File: src/rtl/stack_pkg.sv
// Shared types and defaults for the data stack: opcodes, error codes, FSM states.
package stack_pkg;

  localparam int DEF_WIDTH = 8;
  localparam int DEF_DEPTH = 8;

  typedef enum logic [2:0] {
    OP_NOP  = 3'b000,
    OP_PUSH = 3'b001,
    OP_POP  = 3'b010,
    OP_REPL = 3'b011,
    OP_DUP  = 3'b100,
    OP_SWAP = 3'b101,
    OP_OVER = 3'b110,
    OP_ILL  = 3'b111
  } stack_op_t;

  typedef enum logic [1:0] {
    ERR_NONE = 2'b00,
    ERR_OVF  = 2'b01,
    ERR_UNF  = 2'b10,
    ERR_ILL  = 2'b11
  } err_code_t;

  typedef enum logic {
    ST_RUN = 1'b0,
    ST_ERR = 1'b1
  } state_t;

endpackage

File: src/rtl/stack_regfile.sv
// Stack storage: the top entry lives in its own register, deeper entries in an
// array with one write port; read ports deliver top and next. No reset needed.
module stack_regfile #(
  parameter int WIDTH = 8,
  parameter int DEPTH = 8
) (
  input  logic                     clk,
  input  logic                     wr_en_i,
  input  logic [$clog2(DEPTH)-1:0] wr_addr_i,
  input  logic [WIDTH-1:0]         wr_data_i,
  input  logic                     top_ld_i,
  input  logic [WIDTH-1:0]         top_data_i,
  input  logic [$clog2(DEPTH)-1:0] next_addr_i,
  output logic [WIDTH-1:0]         top_o,
  output logic [WIDTH-1:0]         next_o
);

  logic [WIDTH-1:0] mem_q [DEPTH];
  logic [WIDTH-1:0] top_q;

  always_ff @(posedge clk) begin
    if (wr_en_i) begin
      mem_q[wr_addr_i] <= wr_data_i;
    end
    if (top_ld_i) begin
      top_q <= top_data_i;
    end
  end

  assign top_o  = top_q;
  assign next_o = mem_q[next_addr_i];

endmodule

File: src/rtl/data_stack.sv
// Data stack with RUN/ERR FSM and error reporting. Define DATA_STACK_EXT_OPS_EN
// to enable DUP/SWAP/OVER; otherwise those opcodes are reported as illegal.
module data_stack
  import stack_pkg::*;
#(
  parameter int WIDTH = DEF_WIDTH,
  parameter int DEPTH = DEF_DEPTH
) (
  input  logic                       clk,
  input  logic                       rst_n,
  input  logic                       op_valid,
  input  logic [2:0]                 op,
  input  logic [WIDTH-1:0]           push_data,
  output logic                       op_ready,
  input  logic                       err_clr,
  output logic [WIDTH-1:0]           top,
  output logic [WIDTH-1:0]           next,
  output logic [$clog2(DEPTH+1)-1:0] count,
  output logic                       empty,
  output logic                       full,
  output logic [1:0]                 err
);

  localparam int CW = $clog2(DEPTH + 1);
  localparam int AW = $clog2(DEPTH);
  localparam logic [CW-1:0] FULL_CNT = CW'(DEPTH);
  localparam logic [CW-1:0] ONE      = CW'(1);
  localparam logic [CW-1:0] TWO      = CW'(2);

  state_t          state_q, state_d;
  err_code_t       err_q, err_d;
  err_code_t       fault;
  logic [CW-1:0]   count_q, count_d;
  stack_op_t       op_t;
  logic            is_full;

  logic            wr_en;
  logic [AW-1:0]   wr_addr;
  logic [WIDTH-1:0] wr_data;
  logic            top_ld;
  logic [WIDTH-1:0] top_din;
  logic [WIDTH-1:0] top_rd;
  logic [WIDTH-1:0] next_rd;
  logic [AW-1:0]   slot_below;
  logic [AW-1:0]   slot_next;

  assign op_t    = stack_op_t'(op);
  assign is_full = (count_q == FULL_CNT);

  // The array holds every entry except the top; slot_below is where the current
  // top goes when something is pushed over it, slot_next is the entry under top.
  assign slot_below = AW'(count_q - ONE);
  assign slot_next  = AW'(count_q - TWO);

  stack_regfile #(
    .WIDTH(WIDTH),
    .DEPTH(DEPTH)
  ) u_regfile (
    .clk         (clk),
    .wr_en_i     (wr_en),
    .wr_addr_i   (wr_addr),
    .wr_data_i   (wr_data),
    .top_ld_i    (top_ld),
    .top_data_i  (top_din),
    .next_addr_i (slot_next),
    .top_o       (top_rd),
    .next_o      (next_rd)
  );

  always_comb begin
    state_d = state_q;
    err_d   = err_q;
    count_d = count_q;
    fault   = ERR_NONE;
    wr_en   = 1'b0;
    wr_addr = slot_below;
    wr_data = top_rd;
    top_ld  = 1'b0;
    top_din = push_data;

    case (state_q)
      ST_RUN: begin
        if (op_valid) begin
          case (op_t)
            OP_NOP: ;
            OP_PUSH: begin
              if (is_full) begin
                fault = ERR_OVF;
              end else begin
                wr_en   = (count_q != '0);
                top_ld  = 1'b1;
                count_d = count_q + ONE;
              end
            end
            OP_POP: begin
              if (count_q == '0) begin
                fault = ERR_UNF;
              end else begin
                top_ld  = (count_q >= TWO);
                top_din = next_rd;
                count_d = count_q - ONE;
              end
            end
            OP_REPL: begin
              if (count_q < TWO) begin
                fault = ERR_UNF;
              end else begin
                top_ld  = 1'b1;
                count_d = count_q - ONE;
              end
            end
`ifdef DATA_STACK_EXT_OPS_EN
            OP_DUP: begin
              if (is_full) begin
                fault = ERR_OVF;
              end else if (count_q == '0) begin
                fault = ERR_UNF;
              end else begin
                wr_en   = 1'b1;
                count_d = count_q + ONE;
              end
            end
            OP_SWAP: begin
              if (count_q < TWO) begin
                fault = ERR_UNF;
              end else begin
                wr_en   = 1'b1;
                wr_addr = slot_next;
                top_ld  = 1'b1;
                top_din = next_rd;
              end
            end
            OP_OVER: begin
              if (is_full) begin
                fault = ERR_OVF;
              end else if (count_q < TWO) begin
                fault = ERR_UNF;
              end else begin
                wr_en   = 1'b1;
                top_ld  = 1'b1;
                top_din = next_rd;
                count_d = count_q + ONE;
              end
            end
`endif
            default: fault = ERR_ILL;
          endcase
        end
        if (fault != ERR_NONE) begin
          err_d   = fault;
          state_d = ST_ERR;
        end
      end
      default: begin
        if (err_clr) begin
          err_d   = ERR_NONE;
          state_d = ST_RUN;
        end
      end
    endcase
  end

  always_ff @(posedge clk or negedge rst_n) begin
    if (!rst_n) begin
      state_q <= ST_RUN;
      err_q   <= ERR_NONE;
      count_q <= '0;
    end else begin
      state_q <= state_d;
      err_q   <= err_d;
      count_q <= count_d;
    end
  end

  assign op_ready = (state_q == ST_RUN);
  assign err      = err_q;
  assign count    = count_q;
  assign empty    = (count_q == '0);
  assign full     = is_full;
  assign top      = (count_q == '0) ? '0 : top_rd;
  assign next     = (count_q < TWO) ? '0 : next_rd;

endmodule

File: config.mk
export PLATFORM = sky130hd
export DESIGN_NAME = data_stack
export DESIGN_NICKNAME = d
export VERILOG_FILES = /design/src/rtl/stack_pkg.sv /design/src/rtl/stack_regfile.sv /design/src/rtl/data_stack.sv
export SDC_FILE = /design/constraint.sdc
export NUM_CORES = 1
export LEC_CHECK = 0
export CORE_MARGIN = 5
export CORE_UTILIZATION = 55
export CTS_BUF_LIST = sky130_fd_sc_hd__clkbuf_8 sky130_fd_sc_hd__clkbuf_16
export DETAILED_ROUTE_END_ITERATION = 8
export PLACE_DENSITY = 0.78
export SYNTH_ARGS = -nofsm -noshare
export SYNTH_HDL_FRONTEND = slang
export SYNTH_HIERARCHICAL = 1
export SYNTH_SLANG_ARGS = --single-unit
File: constraint.sdc
create_clock -name clk -period 3.5 [get_ports clk]
set_input_delay 0.7 -clock clk [delete_from_list [all_inputs] [get_ports clk]]
set_output_delay 0.7 -clock clk [all_outputs]
set_load 0.02 [all_outputs]
Word-level counts from Yosys, hierarchy flattened. Memories as Yosys holds them, arrays and structs flattened. Cells that the tools add are included.

$add $sub $neg: 3. $lt $le $gt $ge: 2. Equal/unequal tests: 8. Mux-type cells: 34. Bitwise operators: 1. Reduce and logical (&&, ||, !) cells: 8.

Operator list (count): 8-bit two-way mux (6); 1-bit two-way mux (15); 2-bit two-way mux (7); 4-bit two-way mux (3); 4-bit one-hot mux with 3 select lines (1); 2-bit != test (second input constant) (4); 2-bit one-hot mux with 4 select lines (1); 3-bit by 2-bit equality test with 1-bit output (second input constant) (2); 6-bit AND reduction (1); 4-bit by 1-bit adder with 4-bit output (second input constant) (1); 4-bit equality test (second input constant) (1); 4-bit by 2-bit >= comparator with 1-bit output (second input constant) (1); 4-bit logical NOT (1); 4-bit by 2-bit less-than comparator with 1-bit output (second input constant) (1); 2-bit nonzero test (2); 4-bit nonzero test (1); 4-bit by 1-bit subtractor with 4-bit output (second input constant) (1); 3-bit by 1-bit equality test with 1-bit output (second input constant) (1); 3-bit logical NOT (1); 1-bit one-hot mux with 3 select lines (1); 3-bit nonzero test (1); 3-bit by 2-bit subtractor with 3-bit output (second input constant) (1); 2-bit AND reduction (1); 1-bit inverter (1).

Register bits after elaboration: 15. Bits in writable memories: 64. Output and inout bits: 25. Logic and storage cells: 61. Memories: 1.

Memories: u_regfile.mem_q (words 8, bits a word 8, rd ports 1, clocked after Yosys merged registers in 0, wr ports 1, RTL line stack_regfile.sv:18) `logic [WIDTH-1:0] mem_q [DEPTH];`.

Logic depth before layout (Yosys ltp). Gate-level depths: netlist of the first run.

Word-level depth: 8. Mapped depth: 9. Depth with buffers taken out: 6.

Modules after synthesis. The synthesis of the first run kept the hierarchy.

Modules (own cells, without submodules): stack_regfile (instances 1, cells each 114, area each 2771.4 µm², seq. area each 2162.1 µm²); data_stack (instances 1, cells each 104, area each 873.3 µm², seq. area each 175.2 µm²).

Least setup slack after synthesis of the first run. No wires, ideal clock.

Path type: reg2out. Start point: reg count_q[1], in the netlist count[1]. End point: out next[0]. Data arrival time: 2.216 ns. Data required time: 2.800 ns. Path slack: 0.584 ns. Cell stages (with the launch flop): 9. Path buffers: 2. Cells stage by stage: dfrtp_1 > inv_1 > ha_1 > inv_1 > clkbuf_1 > buf_2 > mux4_2 > mux2_2 > nor2b_1.

Longest elaborated chain between the ends: 3.

Ends and longest elaborated chain: start, declared (RTL line data_stack.sv:33) `logic [CW-1:0] count_q, count_d;`; start signal, assigned (RTL line data_stack.sv:171) `count_q <= count_d;`; 3-bit by 2-bit subtractor with 3-bit output (RTL line data_stack.sv:53) `assign slot_next = AW'(count_q - TWO);`; net slot_next[1] (RTL line data_stack.sv:45) `logic [AW-1:0] slot_next;`; memory 8 x 8 bit; net next_rd[0] (RTL line data_stack.sv:43) `logic [WIDTH-1:0] next_rd;`; 8-bit two-way mux (RTL line data_stack.sv:181) `assign next = (count_q < TWO) ? '0 : next_rd;`; end, declared (RTL line data_stack.sv:17) `output logic [WIDTH-1:0] next,`.

The timed path passes the listed nets, and every way through them passes these cells.

Worst setup path after layout of the first run.
Start point: reg count_q[1], in the netlist count[1]. End point: out next[4].

Same word-level chain as after synthesis.

==> results of run 1 <==
[final cells by class]
type / count / share of cell area [%]
Sequential cell: 79 / 52.7
Multi-Input combinational cell: 121 / 27.2
Timing Repair Buffer: 61 / 12.9
Clock buffer: 9 / 2.79
Tap cell: 77 / 2.17
Clock inverter: 7 / 1.61
Inverter: 8 / 0.677
[cell families after synthesis]
group / after synthesis
flip-flops: 79
AND/OR/NAND/NOR: 57
multiplexers: 33
AO/OA/AOI/OAI: 23
buffers and inverters: 18
adder cells (fa/ha/maj): 6
XOR/XNOR: 2
[metal layers]
metal / wire length [um] / vias up / share of wire (%) / global-route usage (%)
met4: 95 / 0 / 1.2 / 6.60
met1: 3260 / 1077 / 42 / 27.1
met3: 528 / 9 / 6.8 / 5.04
met5: 0 / - / 0 / 0
met2: 3890 / 59 / 50 / 30.4
li1: - / 979 / - / -
[timing repair]
item                                    4_1_cts  5_1_grt
endpoints found under the hold margin         0        0
endpoints found under the setup margin       10       12
resized for setup                             2        7
[flip-flops by register name, summed over array words and instances, names as in the netlist]
signal and flops:
u_regfile/mem_q 64, u_regfile/top_o 8, count 4, err 2
state_q 1
[placed cells by master (no fill, tap or decap), drive strengths merged, types with 9 or more instances in the layout]
| master | count |
|---|---|
| edfxtp | 72 |
| clkdlybuf4s50 | 34 |
| buf | 22 |
| nor2b | 17 |
| mux4 | 16 |
| mux2 | 16 |
| nor2 | 14 |
| inv | 10 |
| nand2 | 9 |
| clkbuf | 9 |
[worst register-to-register path, stage by stage (launching register included)]
cell,delay (ns)
dfrtp_2,0.51
inv_1,0.09
ha_1,0.23
buf_4,0.16
nor2b_1,0.16
nor4b_1,0.40
nand2b_1,0.19
nor2_1,0.36
buf_4,0.25
[power breakdown]
group | leakage [nW] | switching (mW) | internal (mW) | total, mW
combinational | 0.843 | 0.703 | 0.717 | 1.42
clock | 0.0937 | 0.337 | 0.331 | 0.668
sequential | 0.728 | 0.0606 | 1.08 | 1.14
total | 1.66 | 1.10 | 2.13 | 3.23
[how the worst max path moves through the flow]
stage	startpoint	endpoint	slack, ns	cells past startpoint
3_3_place_gp	count[0]$_DFFE_PN0P_	top[2]	0.40	6
4_1_cts	count[1]$_DFFE_PN0P_	next[3]	0.007	8
2_1_floorplan	count[1]$_DFFE_PN0P_	next[0]	0.58	8
6_report	count[1]$_DFFE_PN0P_	next[4]	0.12	8
3_5_place_dp	count[1]$_DFFE_PN0P_	next[3]	0.32	8
5_1_grt	count[1]$_DFFE_PN0P_	next[4]	0.02	8
==> flow_summary.ini, run 1 <==
[critical_path]
crit_family = buffers and inverters
startpoint_type = register
path_max_fanout = 16
cpPeakStageDelay_ns = 0.53
worstPathRequired_ns = 2.80
r2r-start = count[0]$_DFFE_PN0P_
crit_chain = inv_2 > ha_1 > inv_1 > buf_6 > mux4_1 > mux2_2 > nor2b_1 > clkdlybuf4s50_1
arrival_ns = 2.68
critPathCaptureType = output pin
path_buf_inv = 4
r2r_end = u_regfile/mem_q[1][6]$_DFFE_PP_
r2r_cells = 8
criticalPathCategory = reg2out
worst_path_max_delay_cell = clkdlybuf4s50_1
worst-r2r-setup-slack_ns = 0.85

[timing]
relSlewSlack_pct = 62.4
rsz0062_at_grt = no
min_period_ns = 3.38
whs_ns = 0.582
fmax_mhz = 296
finalHoldViolations = 0
fin_tns_setup_ns = 0
final.period_utilization_pct = 96.6
maxSlewViolCount = 0
setup_viol = 0
setup_ws_ns = 0.117
max_slew.worst_pin.slew_ns = 0.563
clock-skew-final_ns = 0.0124

[run_status]
outcome = completed

[placement]
place_hpwl_um = 5240
pre_cts_ws_ns = 0.323
routabilityCongestion = 0.835
placed_area_mm2 = 0.00422
dp.cells = 346
port_buffers = 39

[clock_network]
cts_tree = built
cts_buffers = 9
cts_root_buf = clkbuf_8
clock-sinks = 79
post_cts_buffers = 0
hold_buffers = 0
clock_path_buffers = 2
htree_levels = 3
clock_latency_ns = 0.35
clkTransAtPathRegs_ns = 0.09

[global_routing]
grt_overflow_total = 0
grt_max_degree = 17
grt_pass1_vias = 2167
antenna_found_initial = 0
grt_pass1_wl_um = 12200
grt_usage_pct = 19.6

[synth]
synth.most_common_cell = edfxtp_1
yosysSeqAreaShare_pct = 64.1
post_synth_fa_ha_maj_area_fraction_pct = 2.06
synthMuxAreaShare_pct = 17.5
synth_area_leaders = edfxtp_1 59%, mux4_1 11%, dfrtp_1 4.8%
netlist.area_leader.share_pct = 59.3
synth_top_family_by_area = multiplexers
yosys-top-cells-count = 72 x edfxtp_1, 17 x nor2b_1, 15 x mux4_1
async_flop_share_pct = 8.86
synth-xor-area-share_pct = 0.481
yosys.area_share.simple_pct = 8.58
yosysWarnings = 6
synth_nets = 239
synth_compound_area_share_pct = 4.39
synthCells = 218
ys_ff_latch = 79
syn_area_mm2 = 0.00364
synth.distinct_cells = 42
synth_area_per_cell_um2 = 16.7
synth-main-ff-cell = edfxtp_1
yosysTopAreaCell = edfxtp_1
synth_edf_count = 72

[pwr]
powerDensity_mw_per_mm2 = 728
worst_ir_drop_vdd_v = 0.000390
p_leak_nw = 1.66
power.total_mw = 3.23

[routing]
ant_nets = 0
remaining_drc_errors = 0
wl_per_cell_um = 21.5
totalWireLength_um = 7770
via_per_inst = 5.87
vias = 2124
firstDrtPassIters = 5
drt_iter0_markers = 143

[die]
ioPinCount = 40
coreArea_mm2 = 0.00639
die_w_um = 91.4
num_rows = 29
initial_utilization_pct = 57.1
die_y_um = 91.4
die_area_mm2 = 0.00835

[layout]
final_nets = 301
multi_input_area_mm2 = 0.00120
regArea_mm2 = 0.00234
num_antenna_cells = 0
final_util_pct = 69.5
finalInstanceArea_mm2 = 0.00444
layout.cells.non_filler = 362
syn2layout_area_growth_pct = 21.7
layout-drive-gt1-share_pct = 20.7
fill_cells = 419

[hold_path]
min_from = err[0]$_DFFE_PN0P_
hold_class = reg2reg
hold_path_end = err[0]$_DFFE_PN0P_
hold_path_depth = 2

[flow_run]
drv_cap = 0
(Power assumes the default switching activity.)
==> run 2, diff against run 1 <==
==> constraint.sdc (replaced) <==
create_clock -name clk -period 3.5 [get_ports clk]
set_input_delay 0.525 -clock clk [delete_from_list [all_inputs] [get_ports clk]]
set_output_delay 0.525 -clock clk [all_outputs]
set_load 0.02 [all_outputs]
==> flow_summary.ini, run 2 (synthesis results as in run 1) <==
[run_status]
outcome = completed

[critical_path]
cpPeakStageDelay_ns = 0.54
r2r_end = u_regfile/top_o[2]$_DFFE_PP_
critPathCaptureType = output pin
crit_chain = inv_1 > ha_1 > inv_2 > buf_12 > mux4_1 > mux2_2 > nor2b_1 > clkdlybuf4s50_1
worstPathRequired_ns = 2.97
worst-r2r-setup-slack_ns = 0.58
startpoint_type = register
arrival_ns = 2.82
r2r_cells = 6
path_max_fanout = 10
criticalPathCategory = reg2out
r2r-start = count[0]$_DFFE_PN0P_
worst_path_max_delay_cell = clkdlybuf4s50_1

[placement]
place_hpwl_um = 4800
port_buffers = 39
placed_area_mm2 = 0.00417
routabilityCongestion = 0.830

[layout]
final_nets = 293
fill_cells = 436
regMostFlops = u_regfile/mem_q
num_antenna_cells = 0
regArea_mm2 = 0.00234
final_common_cell = edfxtp_1
layout-drive-gt1-share_pct = 17.4
finalInstanceArea_mm2 = 0.00434
mostFrequentLayoutCells = 72 x edfxtp_1, 39 x clkdlybuf4s50_1, 17 x nor2b_1, 15 x mux4_1, 14 x nor2_1
syn2layout_area_growth_pct = 19.0
multi_input_area_mm2 = 0.00120
largest_reg_flops = 64

[routing]
wl_met1_um = 3350
top_layer = met4
via_per_inst = 5.90
vias = 2081
ant_nets = 0
wl_met3_um = 406
totalWireLength_um = 7490
remaining_drc_errors = 0
firstDrtPassIters = 5
wl_per_cell_um = 21.2
wl_met2_um = 3620
drt_iter0_markers = 96

[global_routing]
grt_overflow_total = 0
antenna_found_initial = 0
grt_pass1_wl_um = 11800
grt_max_degree = 21
grt_pass1_vias = 2099
grt_usage_pct = 18.8

[die]
die_w_um = 91.4
coreArea_mm2 = 0.00639
ioPinCount = 40
initial_utilization_pct = 57.1
die_area_mm2 = 0.00835
num_rows = 29
die_y_um = 91.4

[clock_network]
post_cts_buffers = 0
cts_root_buf = clkbuf_8
htree_levels = 3
clock-sinks = 79
cts_tree = built
cts_buffers = 9
clock_latency_ns = 0.34
clock_path_buffers = 2
hold_buffers = 0
clkTransAtPathRegs_ns = 0.08
cts_resized = 0

[timing]
setup_viol = 0
rsz0062_at_grt = no
min_period_ns = 3.34
maxSlewViolCount = 0
max_slew.worst_pin.slew_ns = 1.16
fmax_mhz = 299
relSlewSlack_pct = 22.7
finalHoldViolations = 0
clock-skew-final_ns = 0.00653
fin_tns_setup_ns = 0
final.period_utilization_pct = 95.5

[pwr]
p_leak_nw = 1.58
worst_ir_drop_vdd_v = 0.000494
powerDensity_mw_per_mm2 = 718

[hold_path]
hold_class = in2async

[flow_run]
drv_cap = 0
## run 2: worst max-delay path by stage
stage	startpoint	to	slack, ns	cells after the start
global placement	count[1]$_DFFE_PN0P_	next[0]	0.45	8
finish	count[1]$_DFFE_PN0P_	next[5]	0.16	8
detailed placement	count[1]$_DFFE_PN0P_	next[0]	0.43	8
global route	count[1]$_DFFE_PN0P_	next[5]	0.05	8
floorplan	count[1]$_DFFE_PN0P_	next[0]	0.76	8
CTS	count[1]$_DFFE_PN0P_	next[5]	0.04	8
## run 2: power by group
group          total [mW]  leakage [nW]  internal, mW  switching [mW]
clock network       0.576        0.0867         0.252           0.324
logic                1.41         0.762         0.715           0.692
registers            1.13         0.729          1.08          0.0481
## run 2: routing by layer
layer | up-vias | track usage [%]
met5 | - | 0
met4 | 0 | 7.21
met3 | 12 | 3.14
met2 | 64 | 28.8
met1 | 1043 | 26.9
li1 | 962 | -
## run 2: worst max-delay path, delay by kind of cell, from the launching register on
kind,cells,cell delay [ns]
mux,2,0.58
flops,1,0.47
fa+ha+maj,1,0.32
simple gates,1,0.14
buf+inv,4,0.97
## run 2: final cells by class
cell class,instances,area share (%)
Timing Repair Buffer,53,11.7
Tap cell,77,2.22
Clock inverter,6,0.894
Clock buffer,9,2.86
Sequential cell,79,53.9
Multi-Input combinational cell,121,27.7
Inverter,8,0.692
## run 2: metrics by stage
step / util, % / hold WS [ns] / worst slack (ns) / total power, mW / cells
2_1_floorplan: - / 0.229 / 0.759 / 2.08 / 218
3_3_place_gp: 65.4 / 0.513 / 0.452 / 2.52 / 338
3_5_place_dp: 65.4 / 0.538 / 0.431 / 2.55 / 338
4_1_cts: 67.9 / 0.452 / 0.0408 / 3.13 / 353
5_1_grt: 67.9 / 0.458 / 0.0484 / 3.27 / 353
6_report: 67.9 / 0.449 / 0.159 / 3.11 / 353
==> run 3, diff against run 2 <==
- GPL_ROUTABILITY_DRIVEN: not set -> 0
==> results of run 3 <==
Same layout as run 2: the final DEF is identical, and so are final timing and power.
